### src/rtl/pipe_pkg.sv
// Shared defaults and state encoding for the pipe_seq fetch/writeback sequencer.
package pipe_pkg;

    localparam int unsigned IMW_DEF   = 4;
    localparam int unsigned DEPTH_DEF = 4;

    typedef enum logic [1:0] {
        ST_IDLE  = 2'd0,
        ST_RUN   = 2'd1,
        ST_DRAIN = 2'd2
    } state_t;

endpackage

### src/rtl/pipe_valid_sr.sv
// Per-stage valid tracking: one bit per in-flight instruction, shifting towards writeback.
module pipe_valid_sr
    import pipe_pkg::*;
#(
    parameter int unsigned DEPTH = DEPTH_DEF
) (
    input  logic             clk,
    input  logic             reset,
    input  logic             shift_en,
    input  logic             din,
    output logic [DEPTH-1:0] vld,
    output logic             empty
);

    always_ff @(posedge clk) begin
        if (reset) begin
            vld <= '0;
        end else if (shift_en) begin
            vld <= {vld[DEPTH-2:0], din};
        end
    end

    // Nothing behind the writeback stage: the next shift leaves the register clear.
    assign empty = (vld[DEPTH-2:0] == '0);

endmodule

### src/rtl/pipe_seq.sv
// Fetch/writeback sequencer with IDLE/RUN/DRAIN control.
// Optional single-step fetch gating is enabled by defining PIPE_SEQ_STEP_EN.
module pipe_seq
    import pipe_pkg::*;
#(
    parameter int unsigned IMW   = IMW_DEF,
    parameter int unsigned DEPTH = DEPTH_DEF
) (
    input  logic           clk,
    input  logic           reset,
    input  logic           start,
    input  logic [IMW-1:0] last_pc,
    input  logic           stall,
    input  logic           halt_req,
`ifdef PIPE_SEQ_STEP_EN
    input  logic           step_mode,
    input  logic           step,
`endif
    output logic [IMW-1:0] pc_out,
    output logic           im_cs,
    output logic           rf_we_e,
    output logic           busy,
    output logic           done
);

    state_t           state_q, state_n;
    logic [IMW-1:0]   pc_q, pc_n;
    logic             cs_q, cs_n;
    logic             busy_n, done_n;
    logic             fetch_gate;
    logic             issue;
    logic             last_issue;
    logic [DEPTH-1:0] vld;
    logic             vld_empty;
    logic             unused_vld;

`ifdef PIPE_SEQ_STEP_EN
    assign fetch_gate = ~step_mode | step;
`else
    assign fetch_gate = 1'b1;
`endif

    assign im_cs      = cs_q & fetch_gate;
    assign issue      = im_cs & ~stall;
    // Saturating at all-ones also ends the run, so the PC can never wrap.
    assign last_issue = (pc_q == last_pc) | (pc_q == '1) | halt_req;
    assign rf_we_e    = vld[DEPTH-1] & ~stall;
    assign unused_vld = ^vld[DEPTH-2:0];

    pipe_valid_sr #(
        .DEPTH(DEPTH)
    ) u_valid_sr (
        .clk     (clk),
        .reset   (reset),
        .shift_en(~stall),
        .din     (issue),
        .vld     (vld),
        .empty   (vld_empty)
    );

    always_ff @(posedge clk) begin
        if (reset) begin
            state_q <= ST_IDLE;
            pc_q    <= '0;
            cs_q    <= 1'b0;
            busy    <= 1'b0;
            done    <= 1'b0;
        end else begin
            state_q <= state_n;
            pc_q    <= pc_n;
            cs_q    <= cs_n;
            busy    <= busy_n;
            done    <= done_n;
        end
    end

    always_comb begin
        state_n = state_q;
        pc_n    = pc_q;
        cs_n    = cs_q;
        done_n  = 1'b0;
        case (state_q)
            ST_IDLE: begin
                if (start) begin
                    state_n = ST_RUN;
                    pc_n    = '0;
                    cs_n    = 1'b1;
                end
            end
            ST_RUN: begin
                if (issue) begin
                    if (last_issue) begin
                        state_n = ST_DRAIN;
                        cs_n    = 1'b0;
                    end else begin
                        pc_n = pc_q + IMW'(1);
                    end
                end
            end
            ST_DRAIN: begin
                if (!stall && vld_empty) begin
                    state_n = ST_IDLE;
                    done_n  = 1'b1;
                end
            end
            default: begin
                state_n = ST_IDLE;
                cs_n    = 1'b0;
            end
        endcase
        busy_n = (state_n != ST_IDLE);
    end

    assign pc_out = pc_q;

endmodule

### config.mk
export PLATFORM = sky130hd
export DESIGN_NAME = pipe_seq
export DESIGN_NICKNAME = d
export VERILOG_FILES = /design/src/rtl/pipe_pkg.sv /design/src/rtl/pipe_valid_sr.sv /design/src/rtl/pipe_seq.sv
export SDC_FILE = /design/constraint.sdc
export NUM_CORES = 1
export LEC_CHECK = 0
export CAP_MARGIN = 20
export CORE_MARGIN = 3
export CORE_UTILIZATION = 49
export CTS_CLUSTER_DIAMETER = 200
export DETAILED_ROUTE_END_ITERATION = 12
export PLACE_DENSITY = 0.92
export SYNTH_ARGS = -nofsm -noshare
export SYNTH_HDL_FRONTEND = slang
export SYNTH_SLANG_ARGS = --single-unit
export TNS_END_PERCENT = 100
### constraint.sdc
create_clock -name clk -period 2.54 [get_ports clk]
set_input_delay 0.635 -clock clk [delete_from_list [all_inputs] [get_ports clk]]
set_output_delay 0.635 -clock clk [all_outputs]
set_load 0.02 [all_outputs]
; Word-level counts from Yosys, hierarchy flattened
; Cells that the tools add are included.
[totals]
register_bits = 13
word_cells = 44
[classes]
bitwise = 6
eq_ne = 8
addsub = 1
reduce_logical = 9
n_mux = 14
[op_table]
columns = cell, n
row1 = 4-bit 2-to-1 mux, 3
row2 = 2-bit 2-to-1 mux, 4
row3 = 4-bit case mux with 2 select lines, 1
row4 = 4-bit AND reduction, 2
row5 = "2-bit != test, second input constant", 3
row6 = 2-bit case mux with 3 select lines, 1
row7 = "4-bit by 1-bit adder with 4-bit output, second input constant", 1
row8 = 4-bit equality test, 1
row9 = "4-bit equality test, second input constant", 1
row10 = 1-bit 2-to-1 mux, 4
row11 = 2-bit nonzero test, 2
row12 = 3-bit logical NOT, 1
row13 = 1-bit case mux with 3 select lines, 1
row14 = 1-bit AND, 2
row15 = "2-bit by 1-bit equality test with 1-bit output, second input constant", 1
row16 = "2-bit equality test, second input constant", 1
row17 = 2-bit logical NOT, 1
row18 = "2-bit by 1-bit != test with 1-bit output, second input constant", 1
row19 = 1-bit inverter, 2
row20 = 1-bit bitwise OR, 2
row21 = 2-bit OR reduction, 1
row22 = 1-bit logical AND, 1
row23 = 1-bit logical NOT, 1

; Longest topological paths before layout
[depth]
ltp_word = 7
mapped_depth = 5
mapped_depth_nobuf = 5

; Modules after synthesis
; Synthesis repeated with hierarchy kept, for this count alone.
[unflattened]
hier_cells = 67
area_unflattened_um2 = 634.4
[by_module_without_submodules]
columns = module, cells_per_inst, area_per_inst_um2, n_inst
row1 = pipe_seq, 53, 489.2, 1
row2 = pipe_valid_sr, 14, 145.1, 1

; Worst setup path before layout
; OpenSTA, ideal clock, no wires.
[synth_timing]
kind = input -> register
from = input stall
to = register pc_q[3] (netlist: pc_out[3])
stages = 5
arrival_time_ps = 1754
required_ps = 2470
path_slack_ps = 716
path_buffers = 1
path_cell_list = buf_2 -> nor2b_1 -> nand2_1 -> or4_1 -> a21boi_1
[synth_between]
elab_chain_cells = 4
[synth_rtl]
columns = item, line
row1 = from (decl), pipe_seq.sv:13  ; input logic stall,
row2 = 1-bit inverter, --
row3 = 1-bit AND, pipe_seq.sv:44  ; assign issue = im_cs & ~stall;
row4 = 2-bit by 1-bit != test with 1-bit output (no line), --
row5 = 4-bit AND reduction (no line), --
row6 = to (signal assigned), pipe_seq.sv:70  ; pc_q <= pc_n;
row7 = to (decl), pipe_seq.sv:27  ; logic [IMW-1:0] pc_q, pc_n;
; No other way between the ends.
; A chain may end at the register's enable or synchronous reset.

; Worst setup path in the final report
[layout_timing]
from = input stall
to = output rf_we_e
[layout_between]
elab_chain_cells = 2
[layout_rtl]
columns = item, line
row1 = 1-bit inverter, --
row2 = 1-bit AND, pipe_seq.sv:47  ; assign rf_we_e = vld[DEPTH-1] & ~stall;
row3 = to (decl), pipe_seq.sv:21  ; output logic rf_we_e,
; No other way between the ends.

==> impl_results.md <==
* Outcome: completed
* Detail Route Antenna Nets at 0
* Setup repair bufs after CTS at 0
* Power per Cell Area at roughly 470 nW/µm²
* CP Cell Sequence: clkdlybuf4s50_1, nor2b_1, clkdlybuf4s50_1
* DRT Wirelength at 1.41 mm
* CP required at 1.90 ns
* Top achievable clock speed at 0.417 GHz
* Clk_skew at roughly 0.0073 ns
* Internal Power at 301 µW
* RD Place Congestion at slightly above 0.8
* Min cycle time layout at 2.40 ns
* Via density at roughly 5.9
* Io pins at 17
* Buf+Inv Stages, Crit Path at 2
* Leakage at 0.000331 µW
* Placement Setup Slack at between 0.1 and 0.15 ns
* Vias at 603
* Detailed Routing Iterations Pass 1 at 4
* CTS root buffer: clkbuf_4
* Core footprint at between 1000 and 1500 µm²
* Worst slew pin tran at 0.489 ns
* Diodes inserted at 0
* Most used cell along the critical path: clkdlybuf4s50_1
* Combinational power share at 0.156
* Clock Latency Late Sink at 0.28 ns
* CP startpoint kind: input pin
* Setup WS post-layout at 0.144 ns
* Total negative setup slack at 0 ns
* Post-synth top area share at 0.406
* Clk sinks at 13
* Max Slew Vio Count at 0
* H-Tree Depth at 1
* Final setup viols at 0
* Maxcap violations at 0
* CP Max Fanout at 2
* Largest net degree at the start of global routing at 12
* P&R area growth vs syn at 34.2%
* CP max stage cell: clkdlybuf4s50_1
* Crit path largest cell delay at 0.60 ns
* Commonest non-fill, non-tap cell in the layout: clkdlybuf4s50_1
* Area contributors post-synth: dfxtp_1 (41%), mux2i_1 (6.3%), xor2_1 (4.1%), nand3b_1 (3.5%), nor3b_1 (3.5%)
* DR DRC count at 0
* First-pass GRT wire length at 2.40 mm
* Post-synth EDFFs at 0
* Power after layout at 408 µW
* Hold Worst Slack at 0.493 ns
* Filler instances at 87
* Met2 Use GR at 0.284
* Worst Path Arrival at 1.76 ns
* Cells after Synth at 68
* Met3 usage at 0.0730
* Final non-filler cell total at 103
* Ratio of cells with drive above 1 in the final layout at 0.124
* Syn_nets at just under 80
* TritonCTS clock tree: built
* PostCTS Resize Cnt at 0
* Fin. Hold Viols at 0
* Cell taking the most area after synthesis: dfxtp_1
* GRT Max-Usage Layer: met2
* Net Sw Power at 106 µW
* Hold buffers post-CTS at 0
* Clock slew at reported path FFs at about 0.08 ns
* Worst vdd ir at 0.354 mV
* Overflow after GRT at 0
* Synth warn at 0
* Post-synth ARST share at 0
* Post-synthesis sequential area ratio at 0.406
* DP HPWL at 1.08 mm
* Initial antenna violation count at 0
* Rows at 12
* Clock share of power at 0.315
* Slew margin rel. at 0.670
* Die width at 42.2 µm
* Storage element area at about 260 µm²
* Vias in the first global route at ~540
* RSZ-0062 raised after global routing: false
* Family with the most delay on the worst path: buffers and inverters
* Syn Area/Cell at ~9.4 µm²
* Initial DRC count at 15
* Switch share at 0.260
* Placed Instances at 99
* CP endpoint kind: primary output
* Die area at between 1500 and 2000 µm²
* Met1 usage at 0.213
* Commonest non-fill, non-tap cells in the layout: clkdlybuf4s50_1 (16), dfxtp_1 (13), nor2_1 (5)
* CTS max path bufs at 2
* Setup Crit Path Kind: in2out
* HP Class: reg2reg
* Seq cells post-synth at 13
* Most used DFF post-synth: dfxtp_1
* Drt wl/cell at 13.7 µm
* Multi-input gate area at ~370 µm²
* Initial Utilization at 0.547
* Mapped Area at between 600 and 700 µm²
* Total GRT Usage at 0.174
* Flop pwr share at 0.529
* Num CTS Buffers at 3
* Period Utilization, post-route at 0.943
* # port buffers at 16
* Die height at 42.2 µm
* Nets at 100
* Post-synthesis cell type count at 29
## cells in the mapped netlist, types with 2 or more instances
master and number:
mux2i_1 4, a21oi_1 4, nand3b_1 3, nor3b_1 3
o21ai_0 4, nor2b_1 3, dfxtp_1 13, nor2_1 5
or4_1 2, xor2_1 3, nand2_1 3, nand3_1 4
## worst register-to-register path: cells and delay by family (launching register included)
family | cells | cell delay [ns]
adders and majority gates | 1 | 0.24
DFF | 1 | 0.38
and+or+nand+nor | 1 | 0.52
AOI/OAI and AO/OA | 3 | 0.56
## flip-flops by register name, summed over array words and instances (netlist names)
register        count
busy                1
im_cs               1
u_valid_sr.vld      4
state_q             2
pc_out              4
done                1
## final timing paths
path,startpoint,end,slack (ns),depth (start not counted)
worst max-delay path,stall,rf_we_e,0.14,3
worst min-delay path,u_valid_sr.vld[3],u_valid_sr.vld[3],0.49,2
worst max register to register,pc_out[0],pc_out[3],0.76,5
worst min register to register,u_valid_sr.vld[3],u_valid_sr.vld[3],0.49,2
## metrics by stage
step | area, µm² | utilization
final | 860 | 0.734
after global routing | 860 | 0.734
after CTS | 860 | 0.734
after detailed placement | 832 | 0.710
after global placement | 832 | 0.710
after floorplan | 641 | -
## power groups by stage
stage                     Sequential, µW  Clock [µW]  Combinational, µW
after global placement               220           0               61.2
after detailed placement             220           0               62.6
after CTS                            216         135               63.0
after global routing                 217         139               69.0
final                                216         128               63.5
after floorplan                      223           0               30.2
## area by class of cell
type,instances,share of cell area
clock buffers,3,0.0262
repair buffers,19,0.213
flip-flops and latches,13,0.303
well taps,14,0.0204
inverters,1,0.00437
clock inverters,1,0.00582
multi-input cells,52,0.428
## kinds of logic (layout without fill, tap and decap cells)
logic type | Yosys count | in the layout | share of synthesized area
AND/OR/NAND/NOR | 26 | 26 | 0.234
AO/OA/AOI/OAI | 17 | 17 | 0.191
XOR/XNOR | 4 | 4 | 0.0664
buffers and inverters | 3 | 24 | 0.0195
multiplexers | 4 | 4 | 0.0625
flip-flops | 13 | 13 | 0.406
adder cells (fa/ha/maj) | 1 | 1 | 0.0195
## per-layer routing
layer	routed length, µm	vias to the layer above
li1	-	302
met1	609	275
met2	691	22
met3	91	4
met4	21	0
met5	0	-
Note: power is estimated with default switching activity, not from simulation.
